==> config.mk <==
export PLATFORM = sky130hd
export DESIGN_NAME = apb_master_sequencer
export DESIGN_NICKNAME = d
export VERILOG_FILES = /design/src/rtl/apb_seq_pkg.sv /design/src/rtl/apb_watchdog.sv /design/src/rtl/apb_master_sequencer.sv
export SDC_FILE = /design/constraint.sdc
export NUM_CORES = 1
export LEC_CHECK = 0
export ABC_AREA = 0
export CORE_MARGIN = 10
export CORE_UTILIZATION = 42
export DETAILED_ROUTE_END_ITERATION = 7
export HOLD_SLACK_MARGIN = 0.06
export PLACE_DENSITY = 0.84
export REMOVE_ABC_BUFFERS = 1
export SKIP_CTS_REPAIR_TIMING = 1
export SLEW_MARGIN = 10
export SYNTH_ARGS = -nofsm -noshare
export SYNTH_HDL_FRONTEND = slang
export SYNTH_SLANG_ARGS = --single-unit
==> constraint.sdc <==
create_clock -name clk -period 3.26 [get_ports clk]
set_clock_uncertainty 0.2 [all_clocks]
set_input_delay 0.489 -clock clk [delete_from_list [all_inputs] [get_ports clk]]
set_output_delay 0.489 -clock clk [all_outputs]
set_load 0.05 [all_outputs]
==> src/rtl/apb_seq_pkg.sv <==
// rtl/apb_seq_pkg.sv - shared state encoding and default sizes for the APB master sequencer
package apb_seq_pkg;

    localparam int ADDR_W_DEF         = 8;
    localparam int DATA_W_DEF         = 8;
    localparam int TIMEOUT_CYCLES_DEF = 16;

    typedef enum logic [1:0] {
        ST_IDLE   = 2'd0,
        ST_SETUP  = 2'd1,
        ST_ACCESS = 2'd2,
        ST_DONE   = 2'd3
    } state_e;

endpackage

==> src/rtl/apb_watchdog.sv <==
// rtl/apb_watchdog.sv - ACCESS-phase wait counter, instantiated only when APB_TIMEOUT_EN is defined
module apb_watchdog #(
    parameter int LIMIT = 16
) (
    input  logic clk,
    input  logic reset,
    input  logic clear,
    input  logic count,
    output logic expired
);

    localparam int CNT_W = $clog2(LIMIT + 1);

    logic [CNT_W-1:0] cnt_q, cnt_d;

    always_comb begin
        cnt_d = cnt_q;
        if (clear) begin
            cnt_d = '0;
        end else if (count) begin
            cnt_d = cnt_q + CNT_W'(1);
        end
    end

    always_ff @(posedge clk or posedge reset) begin
        if (reset) begin
            cnt_q <= '0;
        end else begin
            cnt_q <= cnt_d;
        end
    end

    // The wait cycle that would bring the count to LIMIT is the last one tolerated.
    assign expired = (cnt_q == CNT_W'(LIMIT - 1));

endmodule

==> src/rtl/apb_master_sequencer.sv <==
// rtl/apb_master_sequencer.sv - single-transfer APB3 master that stalls the core until completion
// Optional ACCESS-phase timeout is enabled by defining APB_TIMEOUT_EN.
module apb_master_sequencer
    import apb_seq_pkg::*;
#(
    parameter int ADDR_W         = ADDR_W_DEF,
    parameter int DATA_W         = DATA_W_DEF,
    parameter int TIMEOUT_CYCLES = TIMEOUT_CYCLES_DEF
) (
    input  logic              clk,
    input  logic              reset,
    input  logic              start,
    input  logic              apb_write,
    input  logic [ADDR_W-1:0] addr,
    input  logic [DATA_W-1:0] wdata,
    output logic              continue_flag,
    output logic              done,
    output logic [DATA_W-1:0] rdata,
    output logic              err,
    output logic              psel,
    output logic              penable,
    output logic              pwrite,
    output logic [ADDR_W-1:0] paddr,
    output logic [DATA_W-1:0] pwdata,
    input  logic [DATA_W-1:0] prdata,
    input  logic              pready,
    input  logic              pslverr
);

    if (TIMEOUT_CYCLES < 2) begin : g_timeout_range
        $error("TIMEOUT_CYCLES must be at least 2");
    end

    state_e            state_q, state_d;
    logic              pwrite_q, pwrite_d;
    logic [ADDR_W-1:0] paddr_q, paddr_d;
    logic [DATA_W-1:0] pwdata_q, pwdata_d;
    logic [DATA_W-1:0] rdata_q, rdata_d;
    logic              err_q, err_d;
    logic              timeout_hit;

`ifdef APB_TIMEOUT_EN
    apb_watchdog #(
        .LIMIT(TIMEOUT_CYCLES)
    ) u_watchdog (
        .clk    (clk),
        .reset  (reset),
        .clear  (state_q == ST_SETUP),
        .count  ((state_q == ST_ACCESS) && !pready),
        .expired(timeout_hit)
    );
`else
    assign timeout_hit = 1'b0;
`endif

    always_comb begin
        state_d  = state_q;
        pwrite_d = pwrite_q;
        paddr_d  = paddr_q;
        pwdata_d = pwdata_q;
        rdata_d  = rdata_q;
        err_d    = err_q;
        case (state_q)
            ST_IDLE: begin
                if (start) begin
                    state_d  = ST_SETUP;
                    pwrite_d = apb_write;
                    paddr_d  = addr;
                    pwdata_d = wdata;
                end
            end
            ST_SETUP: state_d = ST_ACCESS;
            ST_ACCESS: begin
                // A ready arriving on the limit cycle completes normally.
                if (pready) begin
                    state_d = ST_DONE;
                    err_d   = pslverr;
                    if (!pwrite_q) begin
                        rdata_d = prdata;
                    end
                end else if (timeout_hit) begin
                    state_d = ST_DONE;
                    err_d   = 1'b1;
                    if (!pwrite_q) begin
                        rdata_d = '0;
                    end
                end
            end
            ST_DONE: state_d = ST_IDLE;
            default: state_d = ST_IDLE;
        endcase
    end

    always_ff @(posedge clk or posedge reset) begin
        if (reset) begin
            state_q  <= ST_IDLE;
            pwrite_q <= 1'b0;
            paddr_q  <= '0;
            pwdata_q <= '0;
            rdata_q  <= '0;
            err_q    <= 1'b0;
        end else begin
            state_q  <= state_d;
            pwrite_q <= pwrite_d;
            paddr_q  <= paddr_d;
            pwdata_q <= pwdata_d;
            rdata_q  <= rdata_d;
            err_q    <= err_d;
        end
    end

    // Bus strobes decode straight from the state flop so an async reset drops them at once.
    assign psel          = (state_q == ST_SETUP) || (state_q == ST_ACCESS);
    assign penable       = (state_q == ST_ACCESS);
    assign done          = (state_q == ST_DONE);
    assign continue_flag = !(psel || ((state_q == ST_IDLE) && start));
    assign pwrite        = pwrite_q;
    assign paddr         = paddr_q;
    assign pwdata        = pwdata_q;
    assign rdata         = rdata_q;
    assign err           = err_q;

endmodule

==> metrics.cfg <==
[logic_synthesis]
synth_flop_cell=dfrtp_1
synth_cell_types=14
synth_top_area_share_pct=59.6
synthArstFlopShare_pct=100
synth_enable_flop_cells=0
yosysWarnings=0
ys_seq_area_share_pct=59.6
ys_ff_latch=28
synthCells=74
synth.avg_cell_area_sq_um=15.9
syn-cell-area_sq_um=1180
synth_area_leader_cell=dfrtp_1
yosysMostFrequentCell=dfrtp_1
synth_area_leaders=dfrtp_1 (60%), mux2_2 (18%), mux2_4 (10%)
yosys-top-cells-count=dfrtp_1 (28), mux2_2 (19), mux2_4 (8), ha_1 (5), inv_1 (5)

[die]
dieArea_sq_um=5320
die_h_microns=72.9
initial_core_util_pct=43.4
ios=60
die_width_microns=72.9
rows=19
core_sq_um=2710

[final_layout]
diodes=0
multi_input_area_sq_um=438
syn_to_final_growth_pct=57.0
seqCellArea_sq_um=701
layout-drive-gt1-share_pct=24.3
fill_cells=221
fin_nets=172

[placement]
gp_congestion=0.660
dp_slack_ns=0.589
numPortBuffers=59
place_hpwl_microns=2570

[critical_path]
cp_max_fo=5
path_buf_inv=2
crit_path_start_kind=flip-flop
crit_family=buffers and inverters
critPathArrivalTime_ns=2.16
reg2reg_from=state_q[0]
r2r_cells=5
critPathMaxStageDelay_ns=0.83
crit_chain=inv_1, ha_1, a21oi_1, clkdlybuf4s50_1
r2r_slack_ns=1.37
critPathCaptureType=output port
worstPathRequired_ns=2.57
path_class=reg -> out
crit_slowest_cell=clkdlybuf4s50_1
reg2reg_to=rdata[7]

[outcome]
status=completed

[sta]
drv_slew=0
tns_ns=0
setup_viol=0
fmax_mhz=351
hold_viol=0
hold_ws_ns=0.290
postLayoutSetupSlackWorst_ns=0.413
min_period_ns=2.85
tightest_slew_ns=0.534
relSlewSlack_pct=64.3
rsz0062_at_grt=false
fin_crit_sh_pct=87.3

[route]
wire_per_inst_microns=18.7
antenna_left=0
drt_wl_total_microns=3120
drc_errors=0
dr.first_iter.drc_count=28
drt_first_pass_iters=3
dr_total_vias=811
drt-vias-per-instance=4.86

[clock_tree]
cts_made_buffers=3
clockRootBuffer=clkbuf_4
htreeDepth=1
clock-sinks=28
clk_pin_slew_ns=0.15
cts_tree=built
clk_path_buf_depth=2
clock_latency_ns=0.34

[global_route]
grt_max_degree=29
grt-ovfl-total=0
grt_pass1_vias=960
grt_use_total_pct=12.1
grt_first_pass_wirelength_microns=5020
grt_antenna_before_repair=0

[hold_path]
hp-class=in -> async

[flow_run]
cap_violations=0

-- kinds of logic after synthesis --
family / after synthesis / synth area share [%]
AO/OA/AOI/OAI: 2 / 0.957
buffers and inverters: 7 / 3.19
AND/OR/NAND/NOR: 4 / 1.70
adder cells (fa/ha/maj): 5 / 5.32
flip-flops: 28 / 59.6
multiplexers: 28 / 29.3
-- layout make-up --
type | instances | area share (%)
clock buffers | 3 | 1.22
clock inverters | 1 | 1.63
inverters | 5 | 1.02
multi-input cells | 39 | 23.7
flip-flops and latches | 28 | 37.9
well taps | 31 | 2.10
repair buffers | 60 | 32.4
-- routing by layer --
layer	vias up	routed length [microns]	share of wire [%]	track usage, %
met5	-	0	0	0
met4	0	68	2.2	6.33
met3	4	306	9.8	5.03
met2	32	1710	55	21.9
met1	403	1030	33	11.4
li1	372	-	-	-
-- tightest hold or removal path, cell delays in order --
cell and delay [ns]:
clkdlybuf4s50_1 0.39, inv_1 0.05, buf_4 0.33
-- flip-flops by register name (all words and copies together), names as in the netlist --
register / flops
pwrite: 1
state_q: 2
paddr: 8
pwdata: 8
rdata: 8
err: 1
-- per-stage QoR --
step	instance area, sq um	utilization [%]	cells
finish	1850	68.1	167
global route	1850	68.1	167
CTS	1850	68.1	167
detailed placement	1790	66.2	163
global placement	1790	66.2	163
floorplan	1160	-	72
-- worst max path at each step --
stage               startpoint       endpoint  slack, ns  cells after the start
floorplan           state_q[1]  continue_flag       0.80                      3
global placement         start  continue_flag       0.67                      3
detailed placement       start  continue_flag       0.59                      3
CTS                 state_q[1]  continue_flag       0.37                      4
global route        state_q[1]  continue_flag       0.27                      4
finish              state_q[1]  continue_flag       0.41                      4
-- layout by cell type, fill, tap and decap left out --
master	n
mux2_4	8
nand2_2	1
nand2_1	1
nor2_1	1
ha_1	5
inv_1	5
a21oi_1	1
or2_1	1
bufinv_16	1
mux2i_1	1
clkdlybuf4s50_1	59
mux2_2	19
o22ai_1	1
buf_4	1
dfrtp_1	28
clkbuf_4	3
Power is left out: the tool's default activity adds up to more than one toggle a clock period on the data nets, which glitch-free logic cannot reach.
